--- src/rtl/stopwatch_ctrl_pkg.sv ---
// Shared definitions for the stopwatch control stage.
// Contents:
//   sw_state_t     - FSM state encoding (IDLE=0, RUN=1, LAP=2, STOP=3)
//   MAX_COUNT_DEF  - clk cycles per 0.1 s tick at 50 MHz
//   CNT_W_DEF      - prescaler width that holds MAX_COUNT_DEF-1
package stopwatch_ctrl_pkg;

  typedef enum logic [1:0] {
    ST_IDLE = 2'd0,
    ST_RUN  = 2'd1,
    ST_LAP  = 2'd2,
    ST_STOP = 2'd3
  } sw_state_t;

  localparam int MAX_COUNT_DEF = 5000000;
  localparam int CNT_W_DEF     = 23;

endpackage

--- src/rtl/stopwatch_ctrl_edge_rise.sv ---
// edge_rise: 1-bit rising-edge detector for a debounced button level.
// Ports:
//   clk   - system clock
//   reset - synchronous active-high reset
//   level - debounced button level
//   rise  - high for one cycle when level is 1 and was 0 last cycle
// The history register resets to 1 so a button held through reset
// does not produce an event when reset is released.
module edge_rise (
  input  logic clk,
  input  logic reset,
  input  logic level,
  output logic rise
);

  logic prev_reg;

  always_ff @(posedge clk) begin
    if (reset) begin
      prev_reg <= 1'b1;
    end else begin
      prev_reg <= level;
    end
  end

  assign rise = level & ~prev_reg;

endmodule

--- src/rtl/stopwatch_ctrl.sv ---
// stopwatch_ctrl: control stage between debounced buttons and the BCD
// counter chain. Detects button edges, runs the IDLE/RUN/LAP/STOP FSM,
// produces the 0.1 s count enable and counter clear, and freezes the
// displayed digits while in LAP.
// Ports:
//   clk, reset                  - clock, synchronous active-high reset
//   start_e/reset_e/pause_e/stopp_e - debounced button levels
//   digit0..digit3              - live BCD digits (digit0 = 0.1 s)
//   tick_en                     - one-cycle count enable for digit0
//   count_clr                   - one-cycle clear for the counter chain
//   disp0..disp3                - digits to the seven-segment driver
//   state                       - IDLE=0, RUN=1, LAP=2, STOP=3
//   running                     - high in RUN or LAP
module stopwatch_ctrl
  import stopwatch_ctrl_pkg::*;
#(
  parameter int MAX_COUNT = MAX_COUNT_DEF,
  parameter int CNT_W     = CNT_W_DEF
) (
  input  logic       clk,
  input  logic       reset,
  input  logic       start_e,
  input  logic       reset_e,
  input  logic       pause_e,
  input  logic       stopp_e,
  input  logic [3:0] digit0,
  input  logic [3:0] digit1,
  input  logic [3:0] digit2,
  input  logic [3:0] digit3,
  output logic       tick_en,
  output logic       count_clr,
  output logic [3:0] disp0,
  output logic [3:0] disp1,
  output logic [3:0] disp2,
  output logic [3:0] disp3,
  output logic [1:0] state,
  output logic       running
);

  localparam logic [CNT_W-1:0] PRESC_LAST = CNT_W'(MAX_COUNT - 1);

  // Button order: 0=start, 1=reset, 2=pause, 3=stop
  logic [3:0] btn_lvl;
  logic [3:0] btn_rise;
  assign btn_lvl = {stopp_e, pause_e, reset_e, start_e};

  genvar gi;
  generate
    for (gi = 0; gi < 4; gi++) begin : g_edge
      edge_rise u_edge (
        .clk   (clk),
        .reset (reset),
        .level (btn_lvl[gi]),
        .rise  (btn_rise[gi])
      );
    end
  endgenerate

  logic ev_start, ev_reset, ev_pause, ev_stop;
  assign ev_start = btn_rise[0];
  assign ev_reset = btn_rise[1];
  assign ev_pause = btn_rise[2];
  assign ev_stop  = btn_rise[3];

  logic [3:0] digit_in [4];
  assign digit_in[0] = digit0;
  assign digit_in[1] = digit1;
  assign digit_in[2] = digit2;
  assign digit_in[3] = digit3;

  sw_state_t        state_reg, state_next;
  logic [CNT_W-1:0] presc_reg, presc_next;
  logic             clr_reg, clr_next;
  logic             tick_next;
  logic [3:0]       disp_reg  [4];
  logic [3:0]       disp_next [4];
  logic             counting;

  always_ff @(posedge clk) begin
    if (reset) begin
      state_reg <= ST_IDLE;
      presc_reg <= '0;
      clr_reg   <= 1'b0;
    end else begin
      state_reg <= state_next;
      presc_reg <= presc_next;
      clr_reg   <= clr_next;
    end
  end

  generate
    for (gi = 0; gi < 4; gi++) begin : g_disp
      always_ff @(posedge clk) begin
        if (reset) begin
          disp_reg[gi] <= 4'd0;
        end else begin
          disp_reg[gi] <= disp_next[gi];
        end
      end
    end
  endgenerate

  assign counting = (state_reg == ST_RUN) || (state_reg == ST_LAP);

  always_comb begin
    state_next = state_reg;
    presc_next = presc_reg;
    clr_next   = 1'b0;
    tick_next  = 1'b0;
    for (int i = 0; i < 4; i++) begin
      // LAP freezes the display; every other state follows the counters.
      disp_next[i] = (state_reg == ST_LAP) ? disp_reg[i] : digit_in[i];
    end

    // Only the highest-priority event is acted on; lower ones are dropped
    // even when the winning event is ignored in the current state.
    if (ev_reset) begin
      state_next = ST_IDLE;
      presc_next = '0;
      clr_next   = 1'b1;
    end else if (ev_stop) begin
      // Prescaler holds through the stop so a resume keeps the fraction.
      if (counting) begin
        state_next = ST_STOP;
      end
    end else begin
      if (ev_start) begin
        if (state_reg != ST_RUN) begin
          state_next = ST_RUN;
        end
      end else if (ev_pause) begin
        if (state_reg == ST_RUN) begin
          state_next = ST_LAP;
        end else if (state_reg == ST_LAP) begin
          state_next = ST_RUN;
        end
      end

      if (counting) begin
        if (presc_reg == PRESC_LAST) begin
          tick_next  = 1'b1;
          presc_next = '0;
        end else begin
          presc_next = presc_reg + CNT_W'(1);
        end
      end else if (state_reg == ST_IDLE) begin
        presc_next = '0;
      end
    end
  end

  assign tick_en   = tick_next & ~reset;
  assign count_clr = clr_reg;
  assign disp0     = disp_reg[0];
  assign disp1     = disp_reg[1];
  assign disp2     = disp_reg[2];
  assign disp3     = disp_reg[3];
  assign state     = state_reg;
  assign running   = counting;

endmodule

--- config.mk ---
export PLATFORM = sky130hd
export DESIGN_NAME = stopwatch_ctrl
export DESIGN_NICKNAME = d
export VERILOG_FILES = /design/src/rtl/stopwatch_ctrl_pkg.sv /design/src/rtl/stopwatch_ctrl_edge_rise.sv /design/src/rtl/stopwatch_ctrl.sv
export SDC_FILE = /design/constraint.sdc
export NUM_CORES = 1
export LEC_CHECK = 0
export CORE_ASPECT_RATIO = 1.25
export CORE_MARGIN = 10
export CORE_UTILIZATION = 42
export DETAILED_ROUTE_END_ITERATION = 10
export PLACE_DENSITY_LB_ADDON = 0.08
export REMOVE_ABC_BUFFERS = 1
export SKIP_LAST_GASP = 1
export SLEW_MARGIN = 10
export SYNTH_ARGS = -nofsm -noshare
export SYNTH_HDL_FRONTEND = slang
export SYNTH_SLANG_ARGS = --single-unit
--- constraint.sdc ---
create_clock -name clk -period 6.34 [get_ports clk]
set_input_delay 1.268 -clock clk [delete_from_list [all_inputs] [get_ports clk]]
set_output_delay 1.268 -clock clk [all_outputs]
set_load 0.05 [all_outputs]
==> impl_metrics.tcl, run 1 <==
set metrics [dict create \
    max_freq_ghz 0.2094 \
    r2r_end "presc_reg[22]" \
    hold_path.class "reg2reg" \
    path_max_fanout 22 \
    leakage_nw 0.8534 \
    final_cells 334 \
    grt_pass1_vias 1670 \
    synth_largest_area_cell "dfxtp_1" \
    die_x_um 83.50 \
    area_growth_syn_to_layout_pct 25.71 \
    place_ws_ns 1.595 \
    initial_core_util_pct 44.11 \
    clk_latency_ns 0.30 \
    finalSetupTns_ns 0 \
    overflow 0 \
    r2r-start "state[0]" \
    path_cells "clkdlybuf4s50_1 > buf_4 > nand2b_1 > nor4_1 > clkdlybuf4s50_1" \
    p_per_area_nw_per_um2 216.4 \
    postSynthAreaPerCell_um2 9.047 \
    reg2regPathDepth 5 \
    grt_start_max_net_pins 23 \
    cts_resized 0 \
    clk_path_buf_depth 2 \
    num_io_pins 43 \
    synth_seq_cells 46 \
    track_usage_pct 11.33 \
    cp-start-kind "input pin" \
    arrival_ns 3.51 \
    synthFlopType "dfxtp_1" \
    slew_viol_final 0 \
    io_buffers 42 \
    synth.distinct_cells 43 \
    dpl.hpwl_um 3457 \
    drt-total-wl_um 4853 \
    cpMostUsedCell "clkdlybuf4s50_1" \
    largest_register_ffs 23 \
    core_um2 4800 \
    tightest_slew_ns 0.9190 \
    cts.clk_slew.worst_paths_ns 0.09 \
    critPathBufInv 3 \
    grt_pass1_wl_um 8017 \
    setup_violations 0 \
    gp_congestion 0.8015 \
    fin_crit_sh_pct 75.31 \
    worst_slack_ns 1.565 \
    drive_gt1_share_pct 8.394 \
    synthArstFlopShare_pct 0 \
    status "finished, final reports clean" \
    power.total_mw 0.5758 \
    diodes 0 \
    htree_levels 2 \
    slew_headroom_pct 38.73 \
    cp_top_family "buffers and inverters" \
    max-cap-violations 0 \
    drtIter0Drc 117 \
    post_cts_buffers 0 \
    regToRegSetupSlack_ns 3.97 \
    hold_viol_final 0 \
    synth_top_area_share_pct 43.50 \
    cp_slowest_cell "clkdlybuf4s50_1" \
    syn-cell-area_um2 2117 \
    yosys_warnings 0 \
    end_kind "output pin" \
    cts-root-buf "clkbuf_8" \
    synth_edf_count 0 \
    postRouteAntennaNets 0 \
    yosys-top-cells-area "dfxtp_1 (43%), mux2i_1 (8.0%), nor2_1 (6.4%)" \
    post-synth-top-count-cell "dfxtp_1" \
    dieArea_um2 8298 \
    skew_ns 0.008762 \
    synthTopCellsByCount "dfxtp_1 (46), nor2_1 (36), mux2i_1 (17)" \
    syn_inst 234 \
    hold_end "presc_reg[1]" \
    max_stage_delay_ns 0.87 \
    min_from "presc_reg[1]" \
    drc_errors 0 \
    peakVddDrop_uv 130.9 \
    cts_tree "done" \
    post_drt_wl_per_cell_um 14.53 \
    dr.pass1.iters 4 \
    cp.required_ns 5.07 \
    nFillCells 440 \
    fp.dieH_um 99.38 \
    nNetsFinal 299 \
    crit_start "reset" \
    critPathKind "in2out" \
    postCtsHoldBufs 0 \
    seq_area_frac_synth_pct 43.50 \
    vias_per_cell 5.398 \
    clock_sinks 46 \
    whs_path_depth 2 \
    numCtsBuffers 5 \
    routed-via-count 1803 \
    period_minus_slack_ns 4.775 \
    antenna_found_initial 0 \
    rsz0062_at_grt "no" \
    placementRows 28 \
    dp_cells 326 \
]
## worst min-delay path: stages, from the launching register on
cell     delay [ns]
dfxtp_1        0.34
nand2_1        0.06
a21oi_1        0.05
## worst max-delay path by stage
stage	endpoint	slack, ns	depth (start not counted)
finish	tick_en	1.57	5
global route	tick_en	1.43	5
CTS	tick_en	1.59	5
detailed placement	tick_en	1.60	5
global placement	tick_en	1.61	5
floorplan	tick_en	1.98	2
## cells by family (layout without fill, tap and decap cells)
family / after synthesis / after routing / synth area share (%)
simple gates: 112 / 112 / 29.02
compound gates: 31 / 31 / 10.11
xor+xnor: 9 / 9 / 3.724
mux: 17 / 17 / 8.038
fa+ha+maj: 4 / 4 / 2.364
flops: 46 / 46 / 43.50
buf+inv: 15 / 55 / 3.250
## layout make-up
| type | count | area, um2 | share of cell area [%] |
|---|---|---|---|
| timing repair buffer | 43 | 427.9 | 16.08 |
| sequential | 46 | 920.9 | 34.60 |
| clock inverter | 2 | 12.51 | 0.4701 |
| multi-input combinational | 173 | 1127 | 42.36 |
| clock buffer | 6 | 82.58 | 3.103 |
| tap | 60 | 75.07 | 2.821 |
| inverter | 4 | 15.01 | 0.5642 |
## per-stage QoR
stage	util, %	instance area, um2	hold WS [ns]
after detailed placement	53.47	2566	0.4847
final	55.45	2661	0.4939
after global routing	55.45	2661	0.5072
after global placement	53.47	2566	0.4715
after floorplan	-	2063	0.4625
after CTS	55.45	2661	0.4975
## power breakdown
part | leakage, nW | switching, mW | internal (mW) | total [mW]
logic | 0.430 | 0.0490 | 0.0331 | 0.0821
registers | 0.376 | 0.00450 | 0.297 | 0.302
clock network | 0.0472 | 0.104 | 0.0878 | 0.192
## cells in the final DEF, fill, tap and decap left out, types with 2 or more instances in the layout
master	netlist	routed
a211oi_1	2	2
a21oi_1	6	6
a31oi_1	5	5
a32oi_1	2	2
and3_1	2	2
clkbuf_8	0	6
clkdlybuf4s50_1	0	42
dfxtp_1	46	46
ha_1	4	4
inv_1	4	4
mux2i_1	17	17
nand2_1	12	12
nand2b_1	6	6
nand3_1	16	16
nand3b_1	4	4
nand4_1	7	7
nor2_1	36	36
nor2b_1	2	2
nor3_1	6	6
nor4_1	3	3
nor4_2	2	2
o2111ai_1	4	4
o21ai_0	3	3
o31ai_1	6	6
or2_2	4	4
or4b_1	2	2
xnor2_1	3	3
xor2_1	6	6
## routing by layer
layer / global-route usage (%) / vias up / share of wire (%)
met3: 5.878 / 2 / 9.3
met2: 17.08 / 56 / 46
li1: - / 919 / -
met5: 0 / - / 0
met4: 4.387 / 0 / 0.64
met1: 13.33 / 826 / 45
No activity file was read; power rests on OpenSTA's default activity.
==> inputs of run 2 (changes only) <==
==> constraint.sdc (replaced) <==
create_clock -name clk -period 4.6 [get_ports clk]
set_input_delay 0.92 -clock clk [delete_from_list [all_inputs] [get_ports clk]]
set_output_delay 0.92 -clock clk [all_outputs]
set_load 0.05 [all_outputs]
==> run 2 against run 1 <==
- design area grew 0.71%
- register-to-register slack lost 1.8 ns
- hold slack worse by 0.0086 ns
- largest cell class unchanged
- sequential power rose by 38%
==> impl_metrics.tcl, run 2 (synthesis gave the netlist of run 1 again) <==
set metrics [dict create \
    status "finished, final reports clean" \
    vias_per_cell 5.376 \
    fp.dieH_um 99.38 \
    fin_crit_sh_pct 70.77 \
    setup_violations 0 \
    final_cells 335 \
    crit_start "presc_reg[17]" \
    drt-total-wl_um 4939 \
    rsz0062_at_grt "no" \
    cp.required_ns 3.68 \
    dieArea_um2 8298 \
    die_x_um 83.50 \
    routed-via-count 1801 \
    core_um2 4800 \
    cts_tree "done" \
    clk_latency_ns 0.30 \
    whs_ns 0.4852 \
    grt_pass1_wl_um 8169 \
    gp_congestion 0.8679 \
    hold_viol_final 0 \
    min_from "g_edge[1].u_edge.prev_reg" \
    max_stage_delay_ns 0.54 \
    critPathBufInv 1 \
    largest_register_ffs 23 \
    p_per_area_nw_per_um2 308.2 \
    drtIter0Drc 134 \
    max-cap-violations 0 \
    layout_common_cells "dfxtp_1 (46), clkdlybuf4s50_1 (41), nor2_1 (36), mux2i_1 (17), nand3_1 (16)" \
    r2r_end "presc_reg[22]" \
    crit_end "tick_en" \
    max_freq_ghz 0.3072 \
    cts.clk_slew.worst_paths_ns 0.09 \
    cp-start-kind "flip-flop" \
    post_drt_wl_per_cell_um 14.74 \
    path_max_fanout 6 \
    cp_slowest_cell "or4b_1" \
    cts_resized 0 \
    grt_start_max_net_pins 22 \
    slew_headroom_pct 37.98 \
    cts-root-buf "clkbuf_8" \
    nNetsFinal 300 \
    post_cts_buffers 0 \
    diodes 0 \
    hold_path.class "reg2reg" \
    drc_errors 0 \
    postCtsHoldBufs 0 \
    clock_sinks 46 \
    slew_viol_final 0 \
    critPathKind "reg2out" \
    dpl-instance-area_um2 2571 \
    cp_top_family "simple AND/OR/NAND/NOR gates" \
    reg2regPathDepth 5 \
    grt_pass1_vias 1734 \
    arrival_ns 2.34 \
    io_buffers 42 \
    track_usage_pct 11.72 \
    initial_core_util_pct 44.11 \
    postRouteAntennaNets 0 \
    regToRegSetupSlack_ns 2.22 \
    dp_cells 327 \
    r2r-start "state[0]" \
    path_cells "or4b_1 > nor4_2 > nand3_1 > nor4_1 > buf_4" \
    dpl.hpwl_um 3569 \
    dr.pass1.iters 4 \
    end_kind "output pin" \
    tightest_slew_ns 0.9303 \
    period_minus_slack_ns 3.255 \
    numCtsBuffers 5 \
    leakage_nw 0.8704 \
    area_growth_syn_to_layout_pct 26.60 \
    overflow 0 \
    placementRows 28 \
    final_common_cell "dfxtp_1" \
    stdcell_area_um2 2680 \
    peakVddDrop_uv 181.8 \
    skew_ns 0.007853 \
    path_depth 5 \
    htree_levels 2 \
    antenna_found_initial 0 \
    num_io_pins 43 \
    finalSetupTns_ns 0 \
    drive_gt1_share_pct 9.091 \
    clk_path_buf_depth 2 \
]
[run 2: changes by cell type in the layout (fill, tap and decap cells not counted)]
cell,change
clkbuf_8,-1
bufinv_16,+1
clkinvlp_4,-1
buf_4,+2
clkdlybuf4s50_1,-1
clkinv_2,+1
[run 2: worst register-to-register path, cell delays in order (launching register included)]
cell      delay, ns
dfxtp_1        0.38
ha_1           0.27
nand2b_1       0.45
or3_1          0.58
or4_4          0.51
a21oi_2        0.13
[run 2: worst min-delay path by stage]
stage	to	slack, ns	cells after the start
floorplan	presc_reg[1]	0.46	2
global placement	disp_reg[2][3]	0.47	2
detailed placement	count_clr	0.48	2
CTS	count_clr	0.49	2
global route	presc_reg[22]	0.54	2
finish	count_clr	0.49	2
[run 2: area by class of cell]
class / count / area [um2]
well taps: 60 / 75.07
clock buffers: 5 / 68.82
clock inverters: 3 / 40.04
inverters: 4 / 15.01
repair buffers: 44 / 432.9
multi-input cells: 173 / 1127
fillers: 439 / 2120
flip-flops and latches: 46 / 920.9
[run 2: power by group]
group          leakage (nW)  internal (mW)  switching [mW]
logic                 0.436         0.0461          0.0683
registers             0.376          0.409         0.00612
clock network        0.0579          0.160           0.136
[run 2: through the flow]
stage / setup WS, ns / power [mW] / util [%]
2_1_floorplan: 0.7955 / 0.4894 / -
3_3_place_gp: 1.301 / 0.5397 / 53.57
3_5_place_dp: 1.331 / 0.5403 / 53.57
4_1_cts: 1.333 / 0.8377 / 55.84
5_1_grt: 1.154 / 0.8648 / 55.84
6_report: 1.345 / 0.8259 / 55.84
[run 2: per-layer routing]
metal	vias up	track usage [%]	wire length [um]
met1	829	13.07	2125
met3	6	6.612	489
met2	45	18.39	2262
met4	0	4.129	61
li1	921	-	-
met5	-	0	0
==> inputs of run 3 (changes only) <==
==> constraint.sdc (replaced) <==
create_clock -name clk -period 2.86 [get_ports clk]
set_input_delay 0.572 -clock clk [delete_from_list [all_inputs] [get_ports clk]]
set_output_delay 0.572 -clock clk [all_outputs]
set_load 0.05 [all_outputs]
==> run 3 against run 2 <==
- worst setup slack lost 1.2 ns
- clock power rose by 29%
- via count rose by 2.1%
- sequential cell count is the same
- combinational power increased by 66%
- highest routed layer unchanged
- critical path type unchanged
- critical endpoint unchanged
==> impl_metrics.tcl, run 3 (synthesis gave the netlist of run 1 again) <==
set metrics [dict create \
    initial_core_util_pct 44.11 \
    end_kind "output pin" \
    routed-via-count 1839 \
    grt_pass1_wl_um 8500 \
    hold_path.class "reg2reg" \
    status "finished, final reports clean" \
    fin_crit_sh_pct 94.64 \
    post_drt_wl_per_cell_um 14.69 \
    nNetsFinal 308 \
    max-cap-violations 0 \
    overflow 0 \
    cp_slowest_cell "or4b_1" \
    path_max_fanout 6 \
    placementRows 28 \
    antenna_found_initial 0 \
    postRouteAntennaNets 0 \
    fp.dieH_um 99.38 \
    core_um2 4800 \
    peakVddDrop_uv 266.0 \
    dr.pass1.iters 4 \
    drc_errors 0 \
    die_x_um 83.50 \
    layout_common_cells "dfxtp_1 (44), clkdlybuf4s50_1 (41), nor2_1 (36), mux2i_1 (17), nand3_1 (15)" \
    grt_start_max_net_pins 22 \
    vias_per_cell 5.377 \
    hold_viol_final 0 \
    numCtsBuffers 5 \
    drt-total-wl_um 5024 \
    slew_viol_final 0 \
    path_cells "or4b_1 > nor4_4 > nand3_2 > nor4_2 > buf_4 > buf_12" \
    p_per_area_nw_per_um2 451.4 \
    cp.required_ns 2.29 \
    cts.clk_slew.worst_paths_ns 0.08 \
    power.total_mw 1.240 \
    largest_register_ffs 23 \
    dpl.hpwl_um 3750 \
    leakage_nw 0.8939 \
    max_freq_ghz 0.3694 \
    slew_headroom_pct 43.62 \
    area_growth_syn_to_layout_pct 29.73 \
    drtIter0Drc 101 \
    clock_sinks 46 \
    cp_top_family "simple AND/OR/NAND/NOR gates" \
    grt_pass1_vias 1847 \
    io_buffers 42 \
    final_common_cell "dfxtp_1" \
    tightest_slew_ns 0.8418 \
    clk_latency_ns 0.30 \
    num_io_pins 43 \
    htree_levels 2 \
    postCtsHoldBufs 0 \
    finalSetupTns_ns 0 \
    max_stage_delay_ns 0.56 \
    track_usage_pct 11.97 \
    post_cts_buffers 0 \
    utilization_pct 57.22 \
    critPathBufInv 2 \
    period_minus_slack_ns 2.707 \
    cts_tree "done" \
    arrival_ns 2.13 \
    clk_path_buf_depth 2 \
    cp-start-kind "flip-flop" \
    whs_ns 0.5006 \
    rsz0062_at_grt "no" \
    critPathKind "reg2out" \
    cts-root-buf "clkbuf_8" \
    cts_resized 0 \
    skew_ns 0.004342 \
    dieArea_um2 8298 \
    setup_violations 0 \
    gp_congestion 0.8547 \
    drive_gt1_share_pct 12.41 \
    nFillCells 432 \
    diodes 0 \
]
-- run 3: cell count changes in the layout (fill, tap and decap cells not counted), sizes merged --
cell | previous run | this run
clkbuf | 5 | 6
buf | 3 | 11
clkinv | 2 | 0
bufinv | 1 | 0
clkinvlp | 0 | 1
-- run 3: tightest hold or removal path, delay by kind of cell (launching register included) --
family,cells,cell delay [ns]
simple gates,1,0.07
mux,1,0.07
flops,1,0.33
-- run 3: area by class of cell --
type / count / area [um2] / area share [%]
Sequential cell: 46 / 923.4 / 33.62
Timing Repair Buffer: 52 / 505.5 / 18.41
Inverter: 4 / 15.01 / 0.5467
Tap cell: 60 / 75.07 / 2.733
Clock buffer: 6 / 72.57 / 2.642
Multi-Input combinational cell: 173 / 1147 / 41.78
Clock inverter: 1 / 7.507 / 0.2733
-- run 3: final timing paths --
kind,endpoint,cells past startpoint,start,slack (ns)
hold reg to reg,disp_reg[3][3],2,disp_reg[3][3],0.50
setup / recovery,tick_en,6,presc_reg[12],0.15
hold / removal,disp_reg[3][3],2,disp_reg[3][3],0.50
setup reg to reg,presc_reg[7],6,state[0],0.56
-- run 3: power by group --
part           switching (mW)  leakage, nW  internal [mW]
clock                   0.214       0.0373          0.168
sequential            0.00980        0.377          0.658
combinational           0.111        0.479         0.0781
-- run 3: layer usage --
| layer | part of all wire (%) | track usage [%] |
|---|---|---|
| met1 | 43 | 13.08 |
| met2 | 46 | 19.35 |
| met3 | 9.8 | 5.878 |
| met4 | 1.4 | 5.161 |
| met5 | 0 | 0 |
-- run 3: metrics by stage --
step           setup WS (ns)  cell area (um2)  instances
6_report              0.1532             2746        342
5_1_grt              0.01679             2746        342
4_1_cts              0.08350             2724        342
3_5_place_dp          0.4207             2644        335
3_3_place_gp          0.4177             2644        335
2_1_floorplan        -0.5965             2063        223
==> RTL change 1, RTL diff (settings of run 3) <==
Reset style: asynchronous (`reset`), changed in 3 clocked blocks. Comments in the files are not updated.
--- a/src/rtl/stopwatch_ctrl_edge_rise.sv
+++ b/src/rtl/stopwatch_ctrl_edge_rise.sv
@@ -16,5 +16,5 @@
   logic prev_reg;
 
-  always_ff @(posedge clk) begin
+  always_ff @(posedge clk or posedge reset) begin
     if (reset) begin
       prev_reg <= 1'b1;
--- a/src/rtl/stopwatch_ctrl.sv
+++ b/src/rtl/stopwatch_ctrl.sv
@@ -77,5 +77,5 @@
   logic             counting;
 
-  always_ff @(posedge clk) begin
+  always_ff @(posedge clk or posedge reset) begin
     if (reset) begin
       state_reg <= ST_IDLE;
@@ -91,5 +91,5 @@
   generate
     for (gi = 0; gi < 4; gi++) begin : g_disp
-      always_ff @(posedge clk) begin
+      always_ff @(posedge clk or posedge reset) begin
         if (reset) begin
           disp_reg[gi] <= 4'd0;
Check against the original RTL: differs if reset is asserted again (counterexample within 4 cycles, from zero or initial values and one cycle with reset high); with reset held inactive, the same outputs for 10 cycles.
==> RTL change 1 against run 3 <==
Routed wire length decreased by 2.8%; synthesized area increased by 4.9%; maximum frequency rose by 5.9%; worst hold slack worse by 0.0092 ns; non-clock buffer count shrank 5; sequential cell count did not move; final area rose by 3.0%; global-route usage decreased by 0.27 points; sequential share of layout area increased by 7.3 points; via count down 8.6%; worst setup slack improved by 0.15 ns; core utilization shrank 2.0 points; synthesized cell count decreased by 15%.
Power is not compared: it rests on default switching activity, and its combinational part moved more than twofold at a synthesized area within 25%.
==> RTL change 1: results (changes against run 3) <==
stage,metric,value,unit,change
worst_setup_path,"CP delay by family, top",buffers and inverters,,
final_layout,fraction of layout cells with a size suffix above 1,0.1781,,+0.05402
synthesis,Compound-Gate Fraction of Synth Area,0.05746,,-0.04360
worst_setup_path,Slowest cell on crit path,clkdlybuf4s50_1,,
global_routing,first-pass GRT wire length,8473,um,-0.32%
sta,Setup Skew,0.004470,ns,+0.0001280 ns
worst_setup_path,CP arrival,1.98,ns,-0.15 ns
synthesis,mux cell area share after synthesis,0.09127,,+0.01089
hold_path,Hold Path Depth,1,,-1
cts,"Clk Latency, worst-skew pair",0.30,ns,about the same
final_layout,Layout Area Growth over Synthesis,27.32,%,
synthesis,"top cells by count, synth","42 x dfrtp_1, 18 x mux2_2, 18 x nor2_1",,
synthesis,fraction of the mapped netlist area in adder cells,0.02254,,-0.001105
global_routing,initial antenna violation count,0,,unchanged
outcome,outcome,finished clean,,
placed_design,dpl ws,0.3174,ns,-0.1033 ns
final_layout,fin nets,272,,-12%
synthesis,"Seq/Total Area, Yosys",0.5206,,+0.08558
synthesis,ys async rst share,1.000,,+1.000
routing,Via-to-Cell Ratio,5.440,,+1.2%
global_routing,GR Util All Layers,0.1171,,-0.002687
cts,clk root buf,clkbuf_8,,
sta,slew of the pin with the lowest slew margin,0.7258,ns,-0.1161 ns
pwr,Leak,0.001108,uW,
placed_design,routability cong.,0.7969,,-6.8%
synthesis,largest cells by area after synthesis,"dfrtp_1 47%, mux2_2 9.1%, xnor2_1 5.9%, dfstp_2 4.7%, nor4_1 3.1%",,
global_routing,vias in the first global route,1706,,-7.6%
final_layout,fillers,462,,+6.9%
worst_setup_path,Worst Reg-to-Reg Cells,7,,+1
global_routing,largest net degree at the start of global routing,35,,+59%
routing,DRT Wirelength,4881,um,-2.8%
worst_setup_path,max incr delay on CP,0.83,ns,+0.27 ns
placed_design,area post-placement,2738,sq um,+3.5%
routing,Initial DRC Count,48,,-52%
==> RTL change 1: changes by cell type after synthesis, moves of 5 or more <==
cell,delta
mux2i_1,-17
mux2_2,+18
nand3_1,-11
nor2_1,-18
dfrtp_1,+42
xnor2_1,+12
dfxtp_1,-46
o31ai_1,-6
nor4_1,+8
clkbuf_1,-5
==> RTL change 1: area by class of cell <==
cell class	count	share of cell area
Clock inverter	3	0.007522
Tap cell	62	0.02743
Timing Repair Buffer	47	0.1699
Sequential cell	46	0.4089
Inverter	6	0.007965
Multi-Input combinational cell	140	0.3540
Clock buffer	5	0.02434
==> RTL change 1: power groups by stage <==
stage,Sequential [uW],Combinational [uW],Clock [uW]
CTS,827,1100,417
global placement,838,1090,0
global route,843,1160,438
floorplan,1140,421,0
finish,826,1080,401
detailed placement,840,1090,0
==> RTL change 1: cell families (layout without fill, tap and decap cells) <==
family                     count (synthesis)  count (layout)
adders and majority gates                  4               4
and+or+nand+nor                           81              81
DFF                                       46              46
xor gates and xnor gates                  17              17
AOI/OAI and AO/OA                         20              20
buffers and inverters                     13              61
muxes                                     18              18
==> RTL change 1: through the flow <==
stage / std cells / total power [uW]
6_report: 309 / 2307
5_1_grt: 309 / 2440
4_1_cts: 309 / 2339
3_5_place_dp: 301 / 1932
3_3_place_gp: 301 / 1924
2_1_floorplan: 192 / 1566
==> RTL change 1: final timing paths <==
check / endpoint / slack, ns / start
max in group asynchronous: presc_reg[22]$_DFFE_PP0P_ / 1.79 / reset
min in group asynchronous: disp0[1]$_DFFE_PP0P_ / 0.60 / reset
worst min register to register: presc_reg[22]$_DFFE_PP0P_ / 0.49 / presc_reg[22]$_DFFE_PP0P_
worst max-delay path: running / 0.30 / state[0]$_DFFE_PP0P_
worst max register to register: presc_reg[21]$_DFFE_PP0P_ / 0.64 / state[0]$_DFFE_PP0P_
worst min-delay path: presc_reg[22]$_DFFE_PP0P_ / 0.49 / presc_reg[22]$_DFFE_PP0P_
==> RTL change 1: routing by layer <==
metal  up-vias  track usage  wire (um)
met2        44       0.1946       2384
li1        807            -          -
met5         -            0          0
met3         6      0.03695        312
met4         0      0.03046         53
met1       824       0.1431       2130
==> RTL change 2, RTL diff (settings of run 3) <==
Without the edit above. `CNT_W_DEF`: 23 -> 19.
--- a/src/rtl/stopwatch_ctrl_pkg.sv
+++ b/src/rtl/stopwatch_ctrl_pkg.sv
@@ -14,5 +14,5 @@
 
   localparam int MAX_COUNT_DEF = 5000000;
-  localparam int CNT_W_DEF     = 23;
+  localparam int CNT_W_DEF     = 19;
 
 endpackage
Function: no difference found for any inputs over 10 cycles, from zero or initial values and one cycle with reset high; that may be too few to reach the edited logic, so the function may still have changed.
==> RTL change 2 against run 3 <==
Total power decreased by 5.9%; worst setup slack improved by 0.055 ns; count of clock-buffer cells in the layout increased by 1; maximum frequency increased by 2.1%; via count decreased by 12%; sequential cell count decreased by 4; first-iteration DRC count decreased by 30%; largest power group unchanged; final area decreased by 9.4%; largest cell class unchanged; synthesized area decreased by 12%; synthesized cell count decreased by 11%; clock skew decreased by 0.00063 ns; routed wire length decreased by 12%.
==> RTL change 2: results (changes against run 3) <==
stage,metric,value,unit,change
synthesis,xor/xnor cell area share of the yosys netlist,0.01404,,-0.02320
global_routing,GRT met2 Usage,0.2054,,+0.01195
routing,M1 wire length,1849,um,-14%
synthesis,"Seq/Total Area, Yosys",0.4492,,+0.01421
worst_setup_path,Slowest cell on crit path,clkdlybuf4s50_1,,
worst_setup_path,r2r startpoint,state[1]$_SDFFE_PP0P_,,
sta,slew of the pin with the lowest slew margin,0.5293,ns,-0.3125 ns
synthesis,largest cells by area after synthesis,"dfxtp_1 45%, mux2i_1 8.6%, a21oi_1 4.3%, nor2_1 4.2%, or3_1 4.0%",,
global_routing,first-pass GRT wire length,7638,um,-10%
synthesis,Synth Area per Inst,8.999,sq um,-0.53%
placed_design,Post-Place Cells,308,,-8.1%
global_routing,GR met1 Demand/Resource,0.1311,,+0.0002815
synthesis,mux cell area share after synthesis,0.08556,,+0.005183
worst_setup_path,Worst Setup SP,state[0]$_SDFFE_PP0P_,,
sta,WHS,0.4948,ns,-0.005803 ns
routing,vias,1624,,-12%
global_routing,global-route met3 utilization,0.06369,,+0.004913
hold_path,min-delay src,presc_reg[18]$_SDFFE_PP0P_,,
pwr,maximum VDD drop,0.0003317,V,+25%
worst_setup_path,Setup crit end,running,,
routing,per-cell routed wire length,13.93,um,-5.2%
worst_setup_path,R2R Setup Slk,0.88,ns,+0.32 ns
worst_setup_path,Reg2Reg Capture Point,presc_reg[18]$_SDFFE_PP0P_,,
synthesis,"top cells by count, synth","42 x dfxtp_1, 21 x nor2_1, 16 x a21oi_1, 16 x mux2i_1, 13 x nand2_1",,
routing,met2 wire len,2084,um,-9.6%
pwr,Gate power share,0.141,,-0.012
outcome,outcome,finished clean,,
sta,Setup Skew,0.003713,ns,-0.0006291 ns
hold_path,worst hold path endpoint,presc_reg[18]$_SDFFE_PP0P_,,
placed_design,routability cong.,0.7652,,-10%
final_layout,max reg flops,19,,-17%
worst_setup_path,"CP delay by family, top",buffers and inverters,,
routing,routed wl met3,391,um,-21%
pwr,Leak,0.0008144,uW,-8.9%
pwr,seq pwr,611,uW,-8.5%
placed_design,placed wire-length estimate,3286,um,-12%
## RTL change 2: final cells by class
| cell class | instances | area [sq um] |
|---|---|---|
| Clock buffer | 7 | 86.33 |
| Fill cell | 410 | 1869 |
| Tap cell | 58 | 72.57 |
| Inverter | 11 | 41.29 |
| Sequential cell | 42 | 840.8 |
| Timing Repair Buffer | 49 | 483.0 |
| Clock inverter | 1 | 5.005 |
| Multi-Input combinational cell | 148 | 959.7 |
## RTL change 2: per-stage QoR
step | setup WS (ns) | instance area (sq um)
5_1_grt | 0.07075 | 2489
6_report | 0.2081 | 2489
4_1_cts | 0.1826 | 2489
2_1_floorplan | -0.8031 | 1842
3_5_place_dp | 0.3272 | 2397
3_3_place_gp | 0.3855 | 2397
## RTL change 2: worst min-delay path, cell delays in order, from the launching register on
cell     delay (ns)
dfxtp_1        0.33
o31ai_1        0.06
a21oi_1        0.06
